$ cat src/rtl/ecp5_pll_pkg.sv
// Shared types and constants for the ECP5 EHXPLLL dynamic-phase control slice.
package ecp5_pll_pkg;

  typedef enum logic [2:0] {
    IDLE,
    SETUP,
    STEP_LO,
    STEP_HI,
    SETTLE,
    LOCKWAIT,
    DONE
  } pll_state_e;

  // EHXPLLL dynamic-phase pins are active-low pulses that idle high
  localparam logic PHASESTEP_IDLE    = 1'b1;
  localparam logic PHASELOADREG_IDLE = 1'b1;
  localparam logic PHASEDIR_RESET    = 1'b1;

  localparam logic [1:0] SEL_CLKOP  = 2'd0;
  localparam logic [1:0] SEL_CLKOS  = 2'd1;
  localparam logic [1:0] SEL_CLKOS2 = 2'd2;
  localparam logic [1:0] SEL_CLKOS3 = 2'd3;

  function automatic int unsigned max_u(input int unsigned a, input int unsigned b);
    return (a > b) ? a : b;
  endfunction

endpackage

$ cat src/rtl/ecp5_pll_phase_ctrl_lock_filter.sv
// PLL LOCK conditioner: 2-FF synchroniser followed by a consecutive-high filter.
// Rises after LOCK_FILTER high samples, drops in the same cycle a low sample appears.
module pll_lock_filter #(
  parameter int unsigned LOCK_FILTER = 8
) (
  input  logic clk_i,
  input  logic rst_ni,
  input  logic lock_i,
  output logic locked_o
);

  localparam int unsigned CNT_W = $clog2(LOCK_FILTER + 1);
  localparam logic [CNT_W-1:0] CNT_FULL = CNT_W'(LOCK_FILTER);

  logic             sync1_q;
  logic             sync2_q;
  logic [CNT_W-1:0] cnt_q;

  always_ff @(posedge clk_i or negedge rst_ni) begin
    if (!rst_ni) begin
      sync1_q <= 1'b0;
      sync2_q <= 1'b0;
      cnt_q   <= '0;
    end else begin
      sync1_q <= lock_i;
      sync2_q <= sync1_q;
      if (!sync2_q) begin
        cnt_q <= '0;
      end else if (cnt_q != CNT_FULL) begin
        cnt_q <= cnt_q + 1'b1;
      end
    end
  end

  assign locked_o = sync2_q && (cnt_q == CNT_FULL);

endmodule

$ cat src/rtl/ecp5_pll_phase_ctrl.sv
// ECP5 EHXPLLL dynamic-phase sequencer with filtered lock and timeout reporting.
// Optional per-channel phase accumulators are enabled with PLL_PHASE_TRACK_EN.
module ecp5_pll_phase_ctrl
  import ecp5_pll_pkg::*;
#(
  parameter int unsigned CHANNELS      = 4,
  parameter int unsigned STEP_W        = 8,
  parameter int unsigned SETUP_CYCLES  = 2,
  parameter int unsigned PULSE_CYCLES  = 4,
  parameter int unsigned SETTLE_CYCLES = 16,
  parameter int unsigned LOCK_FILTER   = 8,
  parameter int unsigned LOCK_TIMEOUT  = 4096
) (
  input  logic              clk,
  input  logic              resetn,
  input  logic              req_valid,
  output logic              req_ready,
  input  logic [1:0]        req_chan,
  input  logic              req_dir,
  input  logic [STEP_W-1:0] req_steps,
  input  logic              pll_lock,
  output logic [1:0]        phasesel,
  output logic              phasedir,
  output logic              phasestep,
  output logic              phaseloadreg,
  output logic              busy,
  output logic              done,
  output logic              err,
  output logic              locked_o
`ifdef PLL_PHASE_TRACK_EN
  ,
  input  logic                  phase_clr,
  output logic [CHANNELS*16-1:0] phase_acc
`endif
);

  localparam int unsigned CNT_MAX = max_u(max_u(SETUP_CYCLES, PULSE_CYCLES),
                                          max_u(SETTLE_CYCLES, LOCK_TIMEOUT));
  localparam int unsigned CNT_W   = $clog2(CNT_MAX + 1);

  localparam logic [CNT_W-1:0] SETUP_END   = CNT_W'(SETUP_CYCLES - 1);
  localparam logic [CNT_W-1:0] PULSE_END   = CNT_W'(PULSE_CYCLES - 1);
  localparam logic [CNT_W-1:0] SETTLE_END  = CNT_W'(SETTLE_CYCLES - 1);
  localparam logic [CNT_W-1:0] TIMEOUT_END = CNT_W'(LOCK_TIMEOUT - 1);

  pll_state_e        state_q, state_d;
  logic [CNT_W-1:0]  cnt_q, cnt_d;
  logic [STEP_W-1:0] rem_q, rem_d;
  logic [1:0]        sel_q, sel_d;
  logic              dir_q, dir_d;
  logic              err_q, err_d;
  logic              req_ready_q;
  logic              busy_q;
  logic              done_q;
  logic              phasestep_q;
  logic              locked;
  logic              chan_ok;

  pll_lock_filter #(
    .LOCK_FILTER (LOCK_FILTER)
  ) u_lock_filter (
    .clk_i    (clk),
    .rst_ni   (resetn),
    .lock_i   (pll_lock),
    .locked_o (locked)
  );

  assign chan_ok = (32'(req_chan) < CHANNELS);

  // Zero-step and rejected requests still take one SETUP cycle, so done lands
  // two cycles after accept and never overlaps a new handshake.
  always_comb begin
    state_d = state_q;
    cnt_d   = cnt_q;
    rem_d   = rem_q;
    sel_d   = sel_q;
    dir_d   = dir_q;
    err_d   = err_q;
    case (state_q)
      IDLE: begin
        if (req_valid) begin
          state_d = SETUP;
          cnt_d   = '0;
          err_d   = !chan_ok;
          rem_d   = chan_ok ? req_steps : '0;
          if (chan_ok) begin
            sel_d = req_chan;
            dir_d = req_dir;
          end
        end
      end
      SETUP: begin
        if (rem_q == '0) begin
          state_d = DONE;
        end else if (cnt_q == SETUP_END) begin
          state_d = STEP_LO;
          cnt_d   = '0;
        end else begin
          cnt_d = cnt_q + 1'b1;
        end
      end
      STEP_LO: begin
        if (cnt_q == PULSE_END) begin
          state_d = STEP_HI;
          cnt_d   = '0;
        end else begin
          cnt_d = cnt_q + 1'b1;
        end
      end
      STEP_HI: begin
        if (cnt_q == PULSE_END) begin
          rem_d   = rem_q - 1'b1;
          state_d = (rem_d == '0) ? SETTLE : STEP_LO;
          cnt_d   = '0;
        end else begin
          cnt_d = cnt_q + 1'b1;
        end
      end
      SETTLE: begin
        if (cnt_q == SETTLE_END) begin
          state_d = LOCKWAIT;
          cnt_d   = '0;
        end else begin
          cnt_d = cnt_q + 1'b1;
        end
      end
      LOCKWAIT: begin
        if (locked) begin
          state_d = DONE;
          cnt_d   = '0;
        end else if (cnt_q == TIMEOUT_END) begin
          state_d = DONE;
          cnt_d   = '0;
          err_d   = 1'b1;
        end else begin
          cnt_d = cnt_q + 1'b1;
        end
      end
      DONE: begin
        state_d = IDLE;
      end
      default: begin
        state_d = IDLE;
        cnt_d   = '0;
      end
    endcase
  end

  always_ff @(posedge clk or negedge resetn) begin
    if (!resetn) begin
      state_q     <= IDLE;
      cnt_q       <= '0;
      rem_q       <= '0;
      sel_q       <= SEL_CLKOP;
      dir_q       <= PHASEDIR_RESET;
      err_q       <= 1'b0;
      req_ready_q <= 1'b1;
      busy_q      <= 1'b0;
      done_q      <= 1'b0;
      phasestep_q <= PHASESTEP_IDLE;
    end else begin
      state_q     <= state_d;
      cnt_q       <= cnt_d;
      rem_q       <= rem_d;
      sel_q       <= sel_d;
      dir_q       <= dir_d;
      err_q       <= err_d;
      req_ready_q <= (state_d == IDLE);
      busy_q      <= (state_d != IDLE);
      done_q      <= (state_d == DONE);
      phasestep_q <= (state_d == STEP_LO) ? ~PHASESTEP_IDLE : PHASESTEP_IDLE;
    end
  end

  assign req_ready    = req_ready_q;
  assign busy         = busy_q;
  assign done         = done_q;
  assign err          = err_q;
  assign phasesel     = sel_q;
  assign phasedir     = dir_q;
  assign phasestep    = phasestep_q;
  assign phaseloadreg = PHASELOADREG_IDLE;
  assign locked_o     = locked;

`ifdef PLL_PHASE_TRACK_EN
  logic        step_done;
  logic [15:0] acc_q [CHANNELS];

  assign step_done = (state_q == STEP_HI) && (cnt_q == PULSE_END);

  always_ff @(posedge clk or negedge resetn) begin
    if (!resetn) begin
      for (int unsigned c = 0; c < CHANNELS; c++) acc_q[c] <= '0;
    end else if (phase_clr) begin
      for (int unsigned c = 0; c < CHANNELS; c++) acc_q[c] <= '0;
    end else if (step_done) begin
      for (int unsigned c = 0; c < CHANNELS; c++) begin
        if (sel_q == 2'(c)) acc_q[c] <= acc_q[c] + (dir_q ? 16'h0001 : 16'hFFFF);
      end
    end
  end

  always_comb begin
    phase_acc = '0;
    for (int unsigned c = 0; c < CHANNELS; c++) phase_acc[c*16 +: 16] = acc_q[c];
  end
`endif

endmodule

$ cat config.mk
export PLATFORM = sky130hd
export DESIGN_NAME = ecp5_pll_phase_ctrl
export DESIGN_NICKNAME = d
export VERILOG_FILES = /design/src/rtl/ecp5_pll_pkg.sv /design/src/rtl/ecp5_pll_phase_ctrl_lock_filter.sv /design/src/rtl/ecp5_pll_phase_ctrl.sv
export SDC_FILE = /design/constraint.sdc
export NUM_CORES = 1
export LEC_CHECK = 0
export CAP_MARGIN = 20
export CELL_PAD_IN_SITES_DETAIL_PLACEMENT = 1
export CELL_PAD_IN_SITES_GLOBAL_PLACEMENT = 1
export CORE_ASPECT_RATIO = 1.1
export CORE_MARGIN = 5
export CORE_UTILIZATION = 34
export DETAILED_ROUTE_END_ITERATION = 10
export PLACE_DENSITY_LB_ADDON = 0.1
export RECOVER_POWER = 50
export SLEW_MARGIN = 20
export SYNTH_ARGS = -nofsm -noshare
export SYNTH_HDL_FRONTEND = slang
export SYNTH_SLANG_ARGS = --single-unit
export TNS_END_PERCENT = 1
$ cat constraint.sdc
create_clock -name clk -period 1.9 [get_ports clk]
set_input_delay 0.475 -clock clk [delete_from_list [all_inputs] [get_ports clk]]
set_output_delay 0.475 -clock clk [all_outputs]
set_load 0.03 [all_outputs]
==> impl_metrics.csv, run 1 <==
group,metric,value,unit
global_routing,antenna_found_initial,0,
global_routing,grtUsageMet3,2.312,%
global_routing,grt_max_degree,22,
worst_setup_path,end_kind,"flip-flop",
power_and_ir_drop,sw_frac_of_total,40.43,%
floorplan,pin_count,25,
power_and_ir_drop,power.share.clock,14.0,%
floorplan,die_h,96.02,um
synth,ys_async_sr_fraction,100.0,%
placed_design,placed_cells,392,
detailed_routing,via_per_inst,5.172,
worst_setup_path,startpoint_type,"flip-flop",
global_routing,use_met2,26.75,%
worst_setup_path,r2r-start,"cnt_q[1]$_DFFE_PN0P_",
synth,ys.flop_type,"dfrtp_1",
worst_setup_path,critPathRequiredTime,2080,ps
global_routing,grt_use_met1,18.54,%
synth,yosys_warnings,0,
synth,synthesis.area,2287,um^2
layout,fin_nets,344,
sta,setup_viol,17,
floorplan,die_area,8469,um^2
layout,fillers,750,
synth,synth_fp_nets,259,
worst_setup_path,crit_start,"cnt_q[1]$_DFFE_PN0P_",
synth,syn_area_per_cell,9.610,um^2
sta,skew,6.107,ps
layout,diodes,0,
placed_design,io_buffers,23,
detailed_routing,firstDrtPassIters,4,
placed_design,dp_hpwl,4654,um
power_and_ir_drop,p_total,4.321,mW
sta,fmax,488.2,MHz
sta,period_share,107.8,%
cts,cts.clk_slew.worst_paths,80,ps
layout,layout-drive-gt1-share,38.58,%
detailed_routing,wl_per_cell,14.94,um
cts,cts_htree_levels,2,
sta,drv_slew,0,
power_and_ir_drop,internal-power,2.574,mW
floorplan,die_w,88.20,um
detailed_routing,totalWireLength,6065,um
worst_setup_path,crit_fanout,4,
global_routing,grt_pass1_wl,9998,um
cts,cts_buffers,5,
floorplan,coreArea,6555,um^2
floorplan,start_util,34.89,%
cts,clock-sinks,38,
layout,syn2layout_area_growth,44.69,%
cts,cts-root-buf,"clkbuf_8",
hold_path,min_path_type,"in2async",
cts,cts_tree,"done",
layout,final_cells,406,
global_routing,grt_pass1_vias,2094,
detailed_routing,dr.first_iter.drc_count,54,
synth,synthCells,238,
synth,synth_top_area_share,38.29,%
cts,cts-hold-fix-buffers,0,
worst_setup_path,path_class,"reg2reg",
sta,worstMarginPinSlew,943.0,ps
global_routing,track_usage,15.02,%
power_and_ir_drop,p_leak,1.413,nW
power_and_ir_drop,switchingPower,1.747,mW
floorplan,rows,31,
global_routing,grt_overflow,0,
status,status,"finished with violations",
sta,tns,-1164,ps
layout,utilization,50.49,%
power_and_ir_drop,p_per_area,1306,nW/um^2
cts,insertion_delay,290,ps
synth,synth.area.top_cells,"dfrtp_1 38%, dfstp_2 3.4%, nor2_1 3.4%",
sta,rsz0062_at_grt,"yes",
cts,cts_buffer_depth,2,
power_and_ir_drop,seqPwrFrac,27.9,%
synth,ys_ff_latch,38,
sta,setup_slack,-148.4,ps
global_routing,grt_busiest_layer,"met2",
job,maxCapViolations,0,
synth,synth-edff-count,0,
status,violations,"setup timing",
sta,relSlewSlack,37.13,%
placed_design,place.gp.congestion,0.7513,
worst_setup_path,crit_arrival,2230,ps
power_and_ir_drop,peakVddDrop,0.0007740,V
power_and_ir_drop,comb_power_share,58.2,%
sta,finalCriticalPeriod,2048,ps
detailed_routing,vias,2100,
synth,synth-seq-area-share,41.74,%
synth,synth_cell_types,58,
synth,synth_top_area_cell,"dfrtp_1",
detailed_routing,postRouteAntennaNets,0,
detailed_routing,drc_errors,0,
sta,hold_viol,0,
-- sequential cells by signal, indices dropped and copies added (netlist names), 2 cells and up --
signal	count
rem_q	8
cnt_q	13
u_lock_filter.cnt_q	4
state_q	3
phasesel	2
-- power groups by stage --
stage,sequential (mW),clock (mW),combinational [mW]
finish,1.20,0.605,2.51
floorplan,1.30,0,1.15
detailed placement,1.21,0,2.20
global placement,1.20,0,2.17
CTS,1.20,0.626,2.24
global route,1.23,0.655,2.74
-- path summary, 6_finish.rpt --
kind	endpoint	slack (ps)	cells past startpoint
hold reg to reg	u_lock_filter.sync2_q$_DFF_PN0_	360	0
setup reg to reg	cnt_q[8]$_DFFE_PN0P_	-150	10
min in group clk	u_lock_filter.sync2_q$_DFF_PN0_	360	0
setup / recovery	cnt_q[8]$_DFFE_PN0P_	-150	10
hold / removal	rem_q[6]$_DFFE_PN0P_	300	1
max in group asynchronous	cnt_q[0]$_DFFE_PN0P_	510	2
-- layer usage --
layer	up-vias	share of wire [%]
met4	0	1.0
met2	17	53
li1	1046	-
met5	-	0
met3	5	2.3
met1	1032	44
-- Yosys cell counts (2+ instances only) --
cell type	instances
a22o_1	3
xnor2_1	4
nor2_1	21
buf_2	6
nor3_1	4
nor3b_2	2
nand2b_1	5
o21ai_1	6
a22oi_1	2
nand2_2	2
or3_1	3
a31oi_1	6
inv_1	11
dfrtp_1	35
a21oi_1	12
o21ai_0	12
nand2_1	15
nor3_2	2
dfstp_2	3
mux2_2	4
nand4_1	8
o211ai_1	6
buf_4	3
nand3_1	10
nor4b_2	2
nor2b_1	2
ha_1	6
and2_1	4
o31ai_1	7
a31o_2	2
and3_1	3
-- per-stage QoR --
stage               hold WS (ps)  setup slack (ps)  instance area, um^2
detailed placement         339.7            -262.9                 3014
CTS                        124.5            -150.7                 3162
global placement           332.0            -199.5                 3014
global route               350.8            -277.8                 3309
finish                     296.9            -148.4                 3309
floorplan                  179.4           -0.3710                 2296
-- critical path, cell delays in order, from the launching register on --
cell and delay, ps:
dfrtp_1 450, inv_1 110, ha_4 130, nor4b_4 190, nand4_1 190, a22oi_4 330
buf_6 140, buf_4 100, a31oi_2 80, o21ai_1 140, o21ai_1 70
-- placed cells by master, fill, tap and decap left out, drive strengths merged, types with 8 or more instances in the layout --
cell	n
buf	65
dfrtp	35
nor2	21
clkdlybuf4s50	18
o21ai	18
nand2	17
a21oi	13
nand3	11
inv	11
nand4	8
o31ai	8
clkbuf	8
-- cell families after synthesis --
group | share of synthesized area, %
simple gates | 26.42
flops | 41.74
buf+inv | 4.267
other cells | 0.1640
mux | 1.969
fa+ha+maj | 3.282
compound gates | 20.62
xor+xnor | 1.532
-- cell type report --
cell class	instances	area (um^2)	area share, %
tap	82	102.6	3.100
clock inverter	2	12.51	0.3781
multi-input combinational	179	1384	41.81
clock buffer	6	82.58	2.495
timing repair buffer	88	729.5	22.04
sequential	38	957.2	28.92
inverter	11	41.29	1.248
-- timing repair --
item	4_1_cts	5_1_grt
pin swaps	4	14
endpoints found under the setup margin	28	29
resized for setup	15	28
buffers inserted	1	5
(Power assumes the default switching activity.)
==> run 2: changes to the inputs <==
--- a/config.mk
+++ b/config.mk
@@ -12,6 +12,7 @@
 export CORE_MARGIN = 5
 export CORE_UTILIZATION = 34
 export DETAILED_ROUTE_END_ITERATION = 10
+export MAX_ROUTING_LAYER = met4
 export PLACE_DENSITY_LB_ADDON = 0.1
 export RECOVER_POWER = 50
 export SLEW_MARGIN = 20
==> run 2 against run 1 <==
Net effect: the flow still finishes with violations (setup timing); sequential power is essentially flat; critical path depth unchanged; first-iteration DRC count decreased by 3.7%; combinational power about the same; final cell count unchanged; fmax down 0.31%; power barely moved; via count decreased by 0.52%; wire length increased by 0.25%; critical path type unchanged; critical endpoint is now cnt_q[2]$_DFFE_PN0P_; largest power group unchanged; highest routed layer unchanged.
==> impl_metrics.csv, run 2 (same netlist as run 1, synthesis figures left out) <==
group,metric,value,unit
status,status,"finished with violations",
status,violations,"setup timing",
cts,cts-hold-fix-buffers,0,
floorplan,rows,31,
sta,skew,4.600,ps
global_routing,grt_pass1_wl,10010,um
worst_setup_path,slowest_delay,450,ps
placed_design,io_buffers,23,
power_and_ir_drop,peakVddDrop,0.0007736,V
worst_setup_path,end_kind,"flip-flop",
placed_design,place.gp.congestion,0.7609,
floorplan,coreArea,6555,um^2
global_routing,track_usage,15.44,%
layout,mostFrequentLayoutCell,"buf_4",
worst_setup_path,startpoint_type,"flip-flop",
detailed_routing,firstDrtPassIters,4,
cts,cts_htree_levels,2,
global_routing,grt_max_degree,22,
worst_setup_path,cpMaxStageDelayCell,"dfrtp_1",
detailed_routing,wl_met1,2664,um
sta,rsz0062_at_grt,"yes",
detailed_routing,via_per_inst,5.145,
job,maxCapViolations,0,
worst_setup_path,crit_arrival,2240,ps
worst_setup_path,critPathRequiredTime,2080,ps
power_and_ir_drop,p_total,4.322,mW
power_and_ir_drop,p_leak,1.413,nW
worst_setup_path,critPathBufInv,3,
layout,fin_nets,344,
floorplan,pin_count,25,
cts,clock-sinks,38,
worst_setup_path,crit_fanout,4,
layout,utilization,50.49,%
layout,syn2layout_area_growth,44.69,%
layout,top_regs,"cnt_q x13, rem_q x8, u_lock_filter.cnt_q x4",
sta,finalCriticalPeriod,2055,ps
sta,drv_slew,0,
cts,cts_buffers,5,
sta,period_share,108.1,%
worst_setup_path,worstSetupPathDepth,10,
worst_setup_path,crit_top_cell,"o21ai_1",
detailed_routing,drc_errors,0,
sta,setup_slack,-154.6,ps
global_routing,grt_overflow,0,
worst_setup_path,path_class,"reg2reg",
layout,finish.instance_area,3309,um^2
floorplan,die_w,88.20,um
cts,cts-root-buf,"clkbuf_8",
placed_design,dp_hpwl,4654,um
global_routing,grt_pass1_vias,2100,
floorplan,die_area,8469,um^2
detailed_routing,postRouteAntennaNets,0,
worst_setup_path,cp_top_family,"compound AO/OA/AOI/OAI gates",
cts,insertion_delay,290,ps
sta,fmax,486.7,MHz
placed_design,place_ws,-262.9,ps
layout,diodes,0,
placed_design,place_area,3014,um^2
sta,worstMarginPinSlew,943.0,ps
global_routing,antenna_found_initial,0,
detailed_routing,dr.first_iter.drc_count,52,
sta,hold-worst-slack,297.9,ps
detailed_routing,vias,2089,
layout,largest_reg_flops,13,
detailed_routing,wl_met2,3214,um
sta,hold_viol,0,
sta,relSlewSlack,37.13,%
power_and_ir_drop,p_per_area,1306,nW/um^2
layout,layout_common_cells,"58 x buf_4, 33 x dfrtp_1, 21 x nor2_1",
detailed_routing,top_layer,"met4",
cts,cts_tree,"done",
detailed_routing,wl_met3,141,um
detailed_routing,totalWireLength,6080,um
worst_setup_path,r2r_cells,10,
floorplan,die_h,96.02,um
layout,largest_register,"cnt_q",
sta,setup_viol,17,
layout,final_cells,406,
cts,cts.clk_slew.worst_paths,80,ps
layout,layout-drive-gt1-share,38.58,%
sta,tns,-1152,ps
worst_setup_path,crit_chain,"inv_1 -> ha_4 -> nor4b_4 -> nand4_1 -> a22oi_4 -> buf_6 -> buf_4 -> a31oi_1 -> o21ai_1 -> o21ai_1",
placed_design,placed_cells,392,
floorplan,start_util,34.89,%
cts,cts_buffer_depth,2,
detailed_routing,wl_per_cell,14.98,um
hold_path,min_path_type,"in2async",
run 2: cell counts in the layout (fill, tap and decap cells not counted):
Identical to the previous run, type by type.
run 2: final cells by class:
type | count | area, um^2
clock buffers | 6 | 82.58
clock inverters | 2 | 12.51
fillers | 750 | 3246
inverters | 11 | 41.29
multi-input cells | 179 | 1384
flip-flops and latches | 38 | 957.2
well taps | 82 | 102.6
repair buffers | 88 | 729.5
run 2: timing repair:
item	4_1_cts	5_1_grt
buffers inserted	1	5
endpoints found under the setup margin	28	29
pin swaps	4	14
cloned	0	0
resized for setup	15	28
endpoints found under the hold margin	0	0
run 2: power by group:
group,internal (mW),leakage [nW],total [mW],switching (mW)
registers,1.03,0.479,1.20,0.174
logic,1.25,0.887,2.52,1.27
clock network,0.292,0.0472,0.601,0.309
run 2: layer usage:
metal  vias up  global-route usage (%)
li1       1044                       -
met1      1023                   18.49
met2        17                   26.81
met3         5                   2.312
met4         0                   4.534
met5         -                       -
run 2: worst paths after layout:
kind                                                    to                       startpoint  slack (ps)
min reg2reg                u_lock_filter.sync2_q$_DFF_PN0_  u_lock_filter.sync1_q$_DFF_PN0_         360
max reg2reg                           cnt_q[2]$_DFFE_PN0P_             cnt_q[1]$_DFFE_PN0P_        -150
max                                   cnt_q[2]$_DFFE_PN0P_             cnt_q[1]$_DFFE_PN0P_        -150
min                                   rem_q[6]$_DFFE_PN0P_                           resetn         300
min in group clk           u_lock_filter.sync2_q$_DFF_PN0_  u_lock_filter.sync1_q$_DFF_PN0_         360
max in group asynchronous             cnt_q[0]$_DFFE_PN0P_                           resetn         500
